`config.mk`:
```
export PLATFORM = sky130hd
export DESIGN_NAME = stream_pattern_gen
export DESIGN_NICKNAME = d
export VERILOG_FILES = /design/src/rtl/stream_pattern_gen.sv
export SDC_FILE = /design/constraint.sdc
export NUM_CORES = 1
export LEC_CHECK = 0
export ABC_AREA = 1
export BUFFER_PORTS_ARGS = -buffer_cell sky130_fd_sc_hd__buf_2
export CAP_MARGIN = 20
export CORE_ASPECT_RATIO = 0.5
export CORE_MARGIN = 1.5
export CORE_UTILIZATION = 51
export DETAILED_ROUTE_END_ITERATION = 7
export GPL_ROUTABILITY_DRIVEN = 0
export PLACE_DENSITY = 0.71
export SETUP_SLACK_MARGIN = 0.05
export SLEW_MARGIN = 20
export SYNTH_ARGS = -nofsm -noshare
export SYNTH_HDL_FRONTEND = slang
export SYNTH_SLANG_ARGS = --single-unit
```
`constraint.sdc`:
```
create_clock -name clk_proc -period 4.45 [get_ports clk_proc]
set_input_delay 0.2225 -clock clk_proc [delete_from_list [all_inputs] [get_ports clk_proc]]
set_output_delay 0.2225 -clock clk_proc [all_outputs]
set_load 0.005 [all_outputs]
```
`src/rtl/stream_pattern_gen.sv`:
```
// Register-programmable video stream source. Emits pixel/dv/sop/eop streams framed by blanking
// intervals; frame geometry, pixel rate and pattern are latched into shadow registers at every
// frame start, so register writes never disturb a frame in flight.
module stream_pattern_gen #(
    parameter int unsigned PIXEL_WIDTH    = 8,
    parameter int unsigned DATA_WIDTH     = 32,
    parameter int unsigned DEFAULT_SCR    = 0,
    parameter int unsigned DEFAULT_COLS   = 320,
    parameter int unsigned DEFAULT_ROWS   = 10,
    parameter int unsigned DEFAULT_HBLANK = 100,
    parameter int unsigned DEFAULT_VBLANK = 23,
    parameter int unsigned DEFAULT_DIV    = 6
) (
    input  logic                   clk_proc,
    input  logic                   reset_n,
    output logic [PIXEL_WIDTH-1:0] out_data,
    output logic                   out_dv,
    output logic                   out_sop,
    output logic                   out_eop,
    output logic                   out_fv,
    input  logic [2:0]             addr_rel_i,
    input  logic                   wr_i,
    input  logic [DATA_WIDTH-1:0]  datawr_i,
    input  logic                   rd_i,
    output logic [DATA_WIDTH-1:0]  datard_o
);

    localparam logic [3:0]  DefScr    = 4'(DEFAULT_SCR);
    localparam logic [15:0] DefCols   = 16'(DEFAULT_COLS);
    localparam logic [15:0] DefRows   = 16'(DEFAULT_ROWS);
    localparam logic [15:0] DefHblank = 16'(DEFAULT_HBLANK);
    localparam logic [15:0] DefVblank = 16'(DEFAULT_VBLANK);
    localparam logic [7:0]  DefDiv    = 8'(DEFAULT_DIV);
    localparam logic [15:0] LfsrSeed  = 16'hACE1;
    // Galois feedback mask for taps 16,14,13,11
    localparam logic [15:0] LfsrTaps  = 16'hB400;

    typedef enum logic [2:0] {StIdle, StVpre, StHpre, StActive, StHblank, StVpost} state_e;

    state_e state_q, state_d, first_state;

    // Programming registers
    logic                   scr_enable_q, scr_enable_d;
    logic                   scr_cont_q, scr_cont_d;
    logic [1:0]             scr_mode_q, scr_mode_d;
    logic                   cfg_err_q, cfg_err_d;
    logic [15:0]            cols_q, cols_d, rows_q, rows_d;
    logic [15:0]            hblank_q, hblank_d, vblank_q, vblank_d;
    logic [7:0]             div_q, div_d;
    logic [PIXEL_WIDTH-1:0] const_q, const_d;
    logic [31:0]            frames_q, frames_d;
    logic [DATA_WIDTH-1:0]  datard_q, datard_d, rd_val;

    // Per-frame shadow copies
    logic [15:0]            cols_s_q, cols_s_d, rows_s_q, rows_s_d;
    logic [15:0]            hb_s_q, hb_s_d, vb_s_q, vb_s_d;
    logic [7:0]             div_s_q, div_s_d;
    logic [1:0]             mode_s_q, mode_s_d;
    logic [PIXEL_WIDTH-1:0] const_s_q, const_s_d;

    // Timing and pattern state
    logic [7:0]             div_cnt_q, div_cnt_d, div_eff;
    logic [15:0]            cnt_q, cnt_d, row_q, row_d, state_len;
    logic [PIXEL_WIDTH-1:0] ramp_q, ramp_d;
    logic [15:0]            lfsr_q, lfsr_d;

    // Registered stream outputs
    logic [PIXEL_WIDTH-1:0] data_q, data_d;
    logic                   dv_q, dv_d, sop_q, sop_d, eop_q, eop_d, fv_q, fv_d;

    logic tick, cnt_last, step_done, row_last, cfg_bad, pix_fire;
    logic frame_start, frame_done, cfg_fault;
    logic unused_wr;

    assign unused_wr = ^datawr_i[DATA_WIDTH-1:16];

    assign div_eff   = (div_s_q == 8'd0) ? 8'd1 : div_s_q;
    assign tick      = (state_q != StIdle) && (div_cnt_q == div_eff - 8'd1);
    assign cnt_last  = (cnt_q == state_len - 16'd1);
    assign step_done = tick && cnt_last;
    assign row_last  = (row_q == rows_s_q - 16'd1);
    assign cfg_bad   = (cols_q == 16'd0) || (rows_q == 16'd0);
    assign pix_fire  = tick && (state_q == StActive);

    // Length in ticks of the current state, taken from the frame's shadow copy
    always_comb begin
        state_len = 16'd1;
        case (state_q)
            StVpre, StVpost:  state_len = vb_s_q;
            StHpre, StHblank: state_len = hb_s_q;
            StActive:         state_len = cols_s_q;
            default:          state_len = 16'd1;
        endcase
    end

    // Entry state of a new frame, skipping zero-length blanking (uses live registers)
    always_comb begin
        if (vblank_q != 16'd0) begin
            first_state = StVpre;
        end else if (hblank_q != 16'd0) begin
            first_state = StHpre;
        end else begin
            first_state = StActive;
        end
    end

    // FSM state register
    always_ff @(posedge clk_proc or negedge reset_n) begin
        if (!reset_n) begin
            state_q <= StIdle;
        end else begin
            state_q <= state_d;
        end
    end

    // FSM next state, plus frame start/end and configuration fault events
    always_comb begin
        state_d     = state_q;
        frame_start = 1'b0;
        frame_done  = 1'b0;
        cfg_fault   = 1'b0;
        case (state_q)
            StIdle: begin
                if (scr_enable_q) begin
                    if (cfg_bad) begin
                        cfg_fault = 1'b1;
                    end else begin
                        frame_start = 1'b1;
                        state_d     = first_state;
                    end
                end
            end
            StVpre: begin
                if (step_done) begin
                    state_d = (hb_s_q != 16'd0) ? StHpre : StActive;
                end
            end
            StHpre: begin
                if (step_done) begin
                    state_d = StActive;
                end
            end
            StActive: begin
                if (step_done) begin
                    if (hb_s_q != 16'd0) begin
                        state_d = StHblank;
                    end else if (!row_last) begin
                        state_d = StActive;
                    end else if (vb_s_q != 16'd0) begin
                        state_d = StVpost;
                    end else begin
                        frame_done = 1'b1;
                    end
                end
            end
            StHblank: begin
                if (step_done) begin
                    if (!row_last) begin
                        state_d = StActive;
                    end else if (vb_s_q != 16'd0) begin
                        state_d = StVpost;
                    end else begin
                        frame_done = 1'b1;
                    end
                end
            end
            StVpost: begin
                if (step_done) begin
                    frame_done = 1'b1;
                end
            end
            default: state_d = StIdle;
        endcase

        // End of frame: restart immediately in continuous mode, otherwise park in idle
        if (frame_done) begin
            if (scr_enable_q && scr_cont_q) begin
                if (cfg_bad) begin
                    cfg_fault = 1'b1;
                    state_d   = StIdle;
                end else begin
                    frame_start = 1'b1;
                    state_d     = first_state;
                end
            end else begin
                state_d = StIdle;
            end
        end
    end

    // Tick divider, tick/row counters, shadow latch and pattern generators
    always_comb begin
        div_cnt_d = div_cnt_q;
        cnt_d     = cnt_q;
        row_d     = row_q;
        ramp_d    = ramp_q;
        lfsr_d    = lfsr_q;
        cols_s_d  = cols_s_q;
        rows_s_d  = rows_s_q;
        hb_s_d    = hb_s_q;
        vb_s_d    = vb_s_q;
        div_s_d   = div_s_q;
        mode_s_d  = mode_s_q;
        const_s_d = const_s_q;

        if (frame_start || state_q == StIdle) begin
            div_cnt_d = 8'd0;
            cnt_d     = 16'd0;
        end else begin
            div_cnt_d = (div_cnt_q >= div_eff - 8'd1) ? 8'd0 : div_cnt_q + 8'd1;
            if (tick) begin
                cnt_d = cnt_last ? 16'd0 : cnt_q + 16'd1;
            end
        end

        // A line is complete once its trailing blanking (if any) has elapsed
        if (step_done && ((state_q == StActive && hb_s_q == 16'd0) || state_q == StHblank)) begin
            row_d = row_q + 16'd1;
        end

        if (pix_fire) begin
            ramp_d = ramp_q + 1'b1;
            lfsr_d = lfsr_q[0] ? ((lfsr_q >> 1) ^ LfsrTaps) : (lfsr_q >> 1);
        end

        // Frame start wins over the last pixel step of a back-to-back previous frame
        if (frame_start) begin
            row_d     = 16'd0;
            ramp_d    = '0;
            lfsr_d    = LfsrSeed;
            cols_s_d  = cols_q;
            rows_s_d  = rows_q;
            hb_s_d    = hblank_q;
            vb_s_d    = vblank_q;
            div_s_d   = div_q;
            mode_s_d  = scr_mode_q;
            const_s_d = const_q;
        end
    end

    // Timing, shadow and pattern state
    always_ff @(posedge clk_proc or negedge reset_n) begin
        if (!reset_n) begin
            div_cnt_q <= 8'd0;
            cnt_q     <= 16'd0;
            row_q     <= 16'd0;
            ramp_q    <= '0;
            lfsr_q    <= LfsrSeed;
            cols_s_q  <= DefCols;
            rows_s_q  <= DefRows;
            hb_s_q    <= DefHblank;
            vb_s_q    <= DefVblank;
            div_s_q   <= DefDiv;
            mode_s_q  <= DefScr[3:2];
            const_s_q <= '0;
        end else begin
            div_cnt_q <= div_cnt_d;
            cnt_q     <= cnt_d;
            row_q     <= row_d;
            ramp_q    <= ramp_d;
            lfsr_q    <= lfsr_d;
            cols_s_q  <= cols_s_d;
            rows_s_q  <= rows_s_d;
            hb_s_q    <= hb_s_d;
            vb_s_q    <= vb_s_d;
            div_s_q   <= div_s_d;
            mode_s_q  <= mode_s_d;
            const_s_q <= const_s_d;
        end
    end

    // Stream outputs, one clock after the tick that produced the pixel
    always_comb begin
        dv_d   = pix_fire;
        sop_d  = pix_fire && (row_q == 16'd0) && (cnt_q == 16'd0);
        eop_d  = pix_fire && row_last && cnt_last;
        fv_d   = (state_q == StHpre) || (state_q == StActive) || (state_q == StHblank);
        data_d = '0;
        if (pix_fire) begin
            unique case (mode_s_q)
                2'd0: data_d = ramp_q;
                2'd1: data_d = lfsr_q[PIXEL_WIDTH-1:0];
                2'd2: data_d = cnt_q[PIXEL_WIDTH-1:0];
                2'd3: data_d = const_s_q;
            endcase
        end
    end

    // Stream output registers
    always_ff @(posedge clk_proc or negedge reset_n) begin
        if (!reset_n) begin
            data_q <= '0;
            dv_q   <= 1'b0;
            sop_q  <= 1'b0;
            eop_q  <= 1'b0;
            fv_q   <= 1'b0;
        end else begin
            data_q <= data_d;
            dv_q   <= dv_d;
            sop_q  <= sop_d;
            eop_q  <= eop_d;
            fv_q   <= fv_d;
        end
    end

    assign out_data = data_q;
    assign out_dv   = dv_q;
    assign out_sop  = sop_q;
    assign out_eop  = eop_q;
    assign out_fv   = fv_q;

    // Register writes; FSM-side updates (auto-clear, error flag) override the bus
    always_comb begin
        scr_enable_d = scr_enable_q;
        scr_cont_d   = scr_cont_q;
        scr_mode_d   = scr_mode_q;
        cfg_err_d    = cfg_err_q;
        cols_d       = cols_q;
        rows_d       = rows_q;
        hblank_d     = hblank_q;
        vblank_d     = vblank_q;
        div_d        = div_q;
        const_d      = const_q;
        frames_d     = frames_q + {31'd0, frame_done};
        if (wr_i) begin
            unique case (addr_rel_i)
                3'd0: begin
                    scr_enable_d = datawr_i[0];
                    scr_cont_d   = datawr_i[1];
                    scr_mode_d   = datawr_i[3:2];
                    if (datawr_i[4]) begin
                        cfg_err_d = 1'b0;
                    end
                end
                3'd1: cols_d   = datawr_i[15:0];
                3'd2: rows_d   = datawr_i[15:0];
                3'd3: hblank_d = datawr_i[15:0];
                3'd4: vblank_d = datawr_i[15:0];
                3'd5: div_d    = datawr_i[7:0];
                3'd6: const_d  = datawr_i[PIXEL_WIDTH-1:0];
                3'd7: frames_d = 32'd0;
            endcase
        end
        if (frame_done && !scr_cont_q) begin
            scr_enable_d = 1'b0;
        end
        if (cfg_fault) begin
            scr_enable_d = 1'b0;
            cfg_err_d    = 1'b1;
        end
    end

    // Read mux; sampled from current register values so a same-cycle write reads old data
    always_comb begin
        rd_val = '0;
        unique case (addr_rel_i)
            3'd0: rd_val[4:0]             = {cfg_err_q, scr_mode_q, scr_cont_q, scr_enable_q};
            3'd1: rd_val[15:0]            = cols_q;
            3'd2: rd_val[15:0]            = rows_q;
            3'd3: rd_val[15:0]            = hblank_q;
            3'd4: rd_val[15:0]            = vblank_q;
            3'd5: rd_val[7:0]             = div_q;
            3'd6: rd_val[PIXEL_WIDTH-1:0] = const_q;
            3'd7: rd_val                  = DATA_WIDTH'(frames_q);
        endcase
        datard_d = rd_i ? rd_val : datard_q;
    end

    // Register file and read data
    always_ff @(posedge clk_proc or negedge reset_n) begin
        if (!reset_n) begin
            scr_enable_q <= DefScr[0];
            scr_cont_q   <= DefScr[1];
            scr_mode_q   <= DefScr[3:2];
            cfg_err_q    <= 1'b0;
            cols_q       <= DefCols;
            rows_q       <= DefRows;
            hblank_q     <= DefHblank;
            vblank_q     <= DefVblank;
            div_q        <= DefDiv;
            const_q      <= '0;
            frames_q     <= 32'd0;
            datard_q     <= '0;
        end else begin
            scr_enable_q <= scr_enable_d;
            scr_cont_q   <= scr_cont_d;
            scr_mode_q   <= scr_mode_d;
            cfg_err_q    <= cfg_err_d;
            cols_q       <= cols_d;
            rows_q       <= rows_d;
            hblank_q     <= hblank_d;
            vblank_q     <= vblank_d;
            div_q        <= div_d;
            const_q      <= const_d;
            frames_q     <= frames_d;
            datard_q     <= datard_d;
        end
    end

    assign datard_o = datard_q;

endmodule

```
==> flow_summary.ini <==
[critical_path]
worstRegToRegCells = 32
start_kind = register
required_ns = 4.97
path_class = register to register
crit_fanout = 11
cpPeakStageDelay_ns = 0.44
critPathArrivalTime_ns = 5.23
crit_slowest_cell = dfrtp_2
worstReg2RegEnd = frames_q[29]$_DFF_PN0_
crit_path_start = state_q[1]$_DFFE_PN0P_
ff2ff_setup_slack_ns = -0.26
worst_r2r_startpoint = state_q[1]$_DFFE_PN0P_
worstSetupEndpointType = register

[clocking]
cts_buffers = 28
clkSlewWorstSetupHoldPaths_ns = 0.07
worstSkewPairLatency_ns = 0.59
htree_levels = 1
cts_sinks = 310
cts_max_path_buffers = 3
cts_tree = done
root_buffer = clkbuf_16

[timing]
finalCritPeriodShare_pct = 105.8
whs_ns = 0.008372
slew_headroom_pct = 29.79
tightest_slew_ns = 1.053
rsz0062_at_grt = true
hold_violations = 0
setup_viol = 9
fin_ws_ns = -0.2581
slew_violations = 0
skew_ns = 0.02282
clock.fmax_ghz = 0.2124
min_period_ns = 4.708
tns_ns = -1.127

[synth]
synth-main-ff-cell = dfrtp_1
netlist_area_sq_mm = 0.01662
yosysSeqAreaShare_pct = 46.93
yosys_warnings = 0
avgSynthCellArea_sq_um = 7.900
syn-num-nets = 2162
async_flop_share_pct = 100.0
synth_cell_types = 50
synth_edf_count = 0
synth_seq_cells = 310
netlist_instances = 2104

[pwr]
fin_total_pwr_mw = 12.78
power_density_mw_per_mm2 = 652.8
power.static_leakage_nw = 9.526
ir_drop_mv = 0.4647

[global_routing]
grt_usage_pct = 28.09
grt_pass1_wl_um = 74750
grt_pass1_vias = 13880
antenna_found_initial = 0
overflow = 0
grt_max_degree = 159

[min_path]
holdPathEnd = hblank_q[6]$_DFFE_PN1P_
holdPathStages = 3
hp-start = datawr_i[6]
hold_path_class = input pin to register

[cells_and_area]
post-route-cell-area_sq_mm = 0.01958
fin_nets = 2340
multi_input_area_sq_mm = 0.007614
syn2layout_area_growth_pct = 17.77
finalNonFillerCells = 2736
diodes = 0
fill_cells = 2752
post-route-util_pct = 61.39
area.sequential_sq_mm = 0.007802
final_layout_size_suffix_gt1_share_pct = 18.53

[floorplanning]
fp-row-count = 46
die_h_um = 130.7
io_pins = 83
dieArea_sq_mm = 0.03375
core_area_sq_mm = 0.03189
initial_core_util_pct = 52.13
dieWidth_um = 258.3

[placement]
post-place-cells = 2629
place_area_sq_mm = 0.01793
dpl.hpwl_um = 33300
portBuffers = 66
dp_slack_ns = -0.3295

[detailed_routing]
final_antenna_net_count = 0
vias = 15280
drt_iter0_markers = 1666
wl_um = 47610
remaining_drc_errors = 0
first_pass_iters = 8
drt-vias-per-instance = 5.584
wl_per_cell_um = 17.40

[outcome]
failed_checks = negative setup slack
status = finished with violations

[flow_run]
max_cap_violations = 0
## area by class of cell
type | instances | share of cell area (%)
clock inverter | 11 | 0.4730
multi-input combinational | 1427 | 38.89
inverter | 290 | 5.561
sequential | 310 | 39.86
tap | 432 | 2.761
timing repair buffer | 225 | 8.316
clock buffer | 41 | 4.136
## registers in the layout, summed over array words and instances (netlist names), 3 cells and up
name	flops
vblank_q	16
frames_q	32
cols_s_q	16
const_s_q	8
div_q	8
row_q	16
hblank_q	16
state_q	3
cols_q	16
out_data	8
ramp_q	8
cnt_q	16
vb_s_q	16
div_cnt_q	8
hb_s_q	16
const_q	8
rows_s_q	16
lfsr_q	16
div_s_q	8
rows_q	16
datard_o	32
## cells in the final DEF (no fill, tap or decap), types with 17 or more instances in the layout
master,count
nor2_1,131
clkbuf_16,28
nand3_1,114
nand2_2,24
o21ai_0,138
dfstp_2,34
nand2_1,499
o21ai_1,63
nor3_1,44
buf_4,142
nor2_2,20
dfrtp_1,274
buf_2,65
a21oi_1,40
inv_1,275
o22ai_1,32
a221oi_1,17
nand4_1,70
xor2_1,53
nor4_1,25
## routing by layer
layer / vias up / share of wire, % / GRT usage [%]
li1: 7271 / - / -
met1: 7273 / 46 / 41.11
met2: 645 / 43 / 42.76
met3: 90 / 8.9 / 6.289
met4: 0 / 2.3 / 6.330
met5: - / 0 / 0
## how the worst max path moves through the flow
stage | end | cells past startpoint
6_report | frames_q[29]$_DFF_PN0_ | 32
3_5_place_dp | frames_q[29]$_DFF_PN0_ | 32
2_1_floorplan | frames_q[30]$_DFF_PN0_ | 25
4_1_cts | frames_q[29]$_DFF_PN0_ | 33
5_1_grt | frames_q[29]$_DFF_PN0_ | 35
3_3_place_gp | frames_q[30]$_DFF_PN0_ | 30
## synthesized netlist by cell type, drive strengths merged (16+ instances only)
cell    count  share of area (%)
clkbuf     48                1.1
nor3       53                1.6
inv       287                6.5
nand4      71                2.7
o21ai     213                6.7
dfstp      34                5.4
a221oi     17               0.90
dfrtp     276                 42
nand2     526                 12
o22ai      32                1.2
buf        29                1.6
xnor2      16               0.84
nor2      163                4.0
nand3     126                3.9
xor2       54                2.8
a21oi      43                1.3
nor4       27                1.0
ha         19                1.4
## logic make-up (layout without fill, tap and decap cells)
family          count (synthesis)  count (layout)  synth area share, %
simple gates                  987             987                26.39
buf+inv                       367             567                9.184
compound gates                343             343                11.83
flops                         310             310                46.93
xor+xnor                       70              70                3.689
fa+ha+maj                      19              19                1.430
mux                             8               8               0.5420
## worst max-delay path, delay by kind of cell, from the launching register on
kind	cells	cell delay, ns
fa+ha+maj	1	0.18
compound gates	1	0.11
flops	1	0.44
buf+inv	7	0.81
simple gates	23	3.10
## what timing repair did
action,4_1_cts,5_1_grt
endpoints found under the hold margin,119,0
setup endpoints to repair,10,35
setup buffers,37,13
hold buffers,11,0
pin swaps,7,20
gates resized for setup,28,47
## where the power goes
part	internal, mW	switching (mW)
combinational	2.58	3.70
clock	1.27	1.13
sequential	3.50	0.591
total	7.35	5.42
No activity file was read; power rests on OpenSTA's default activity.
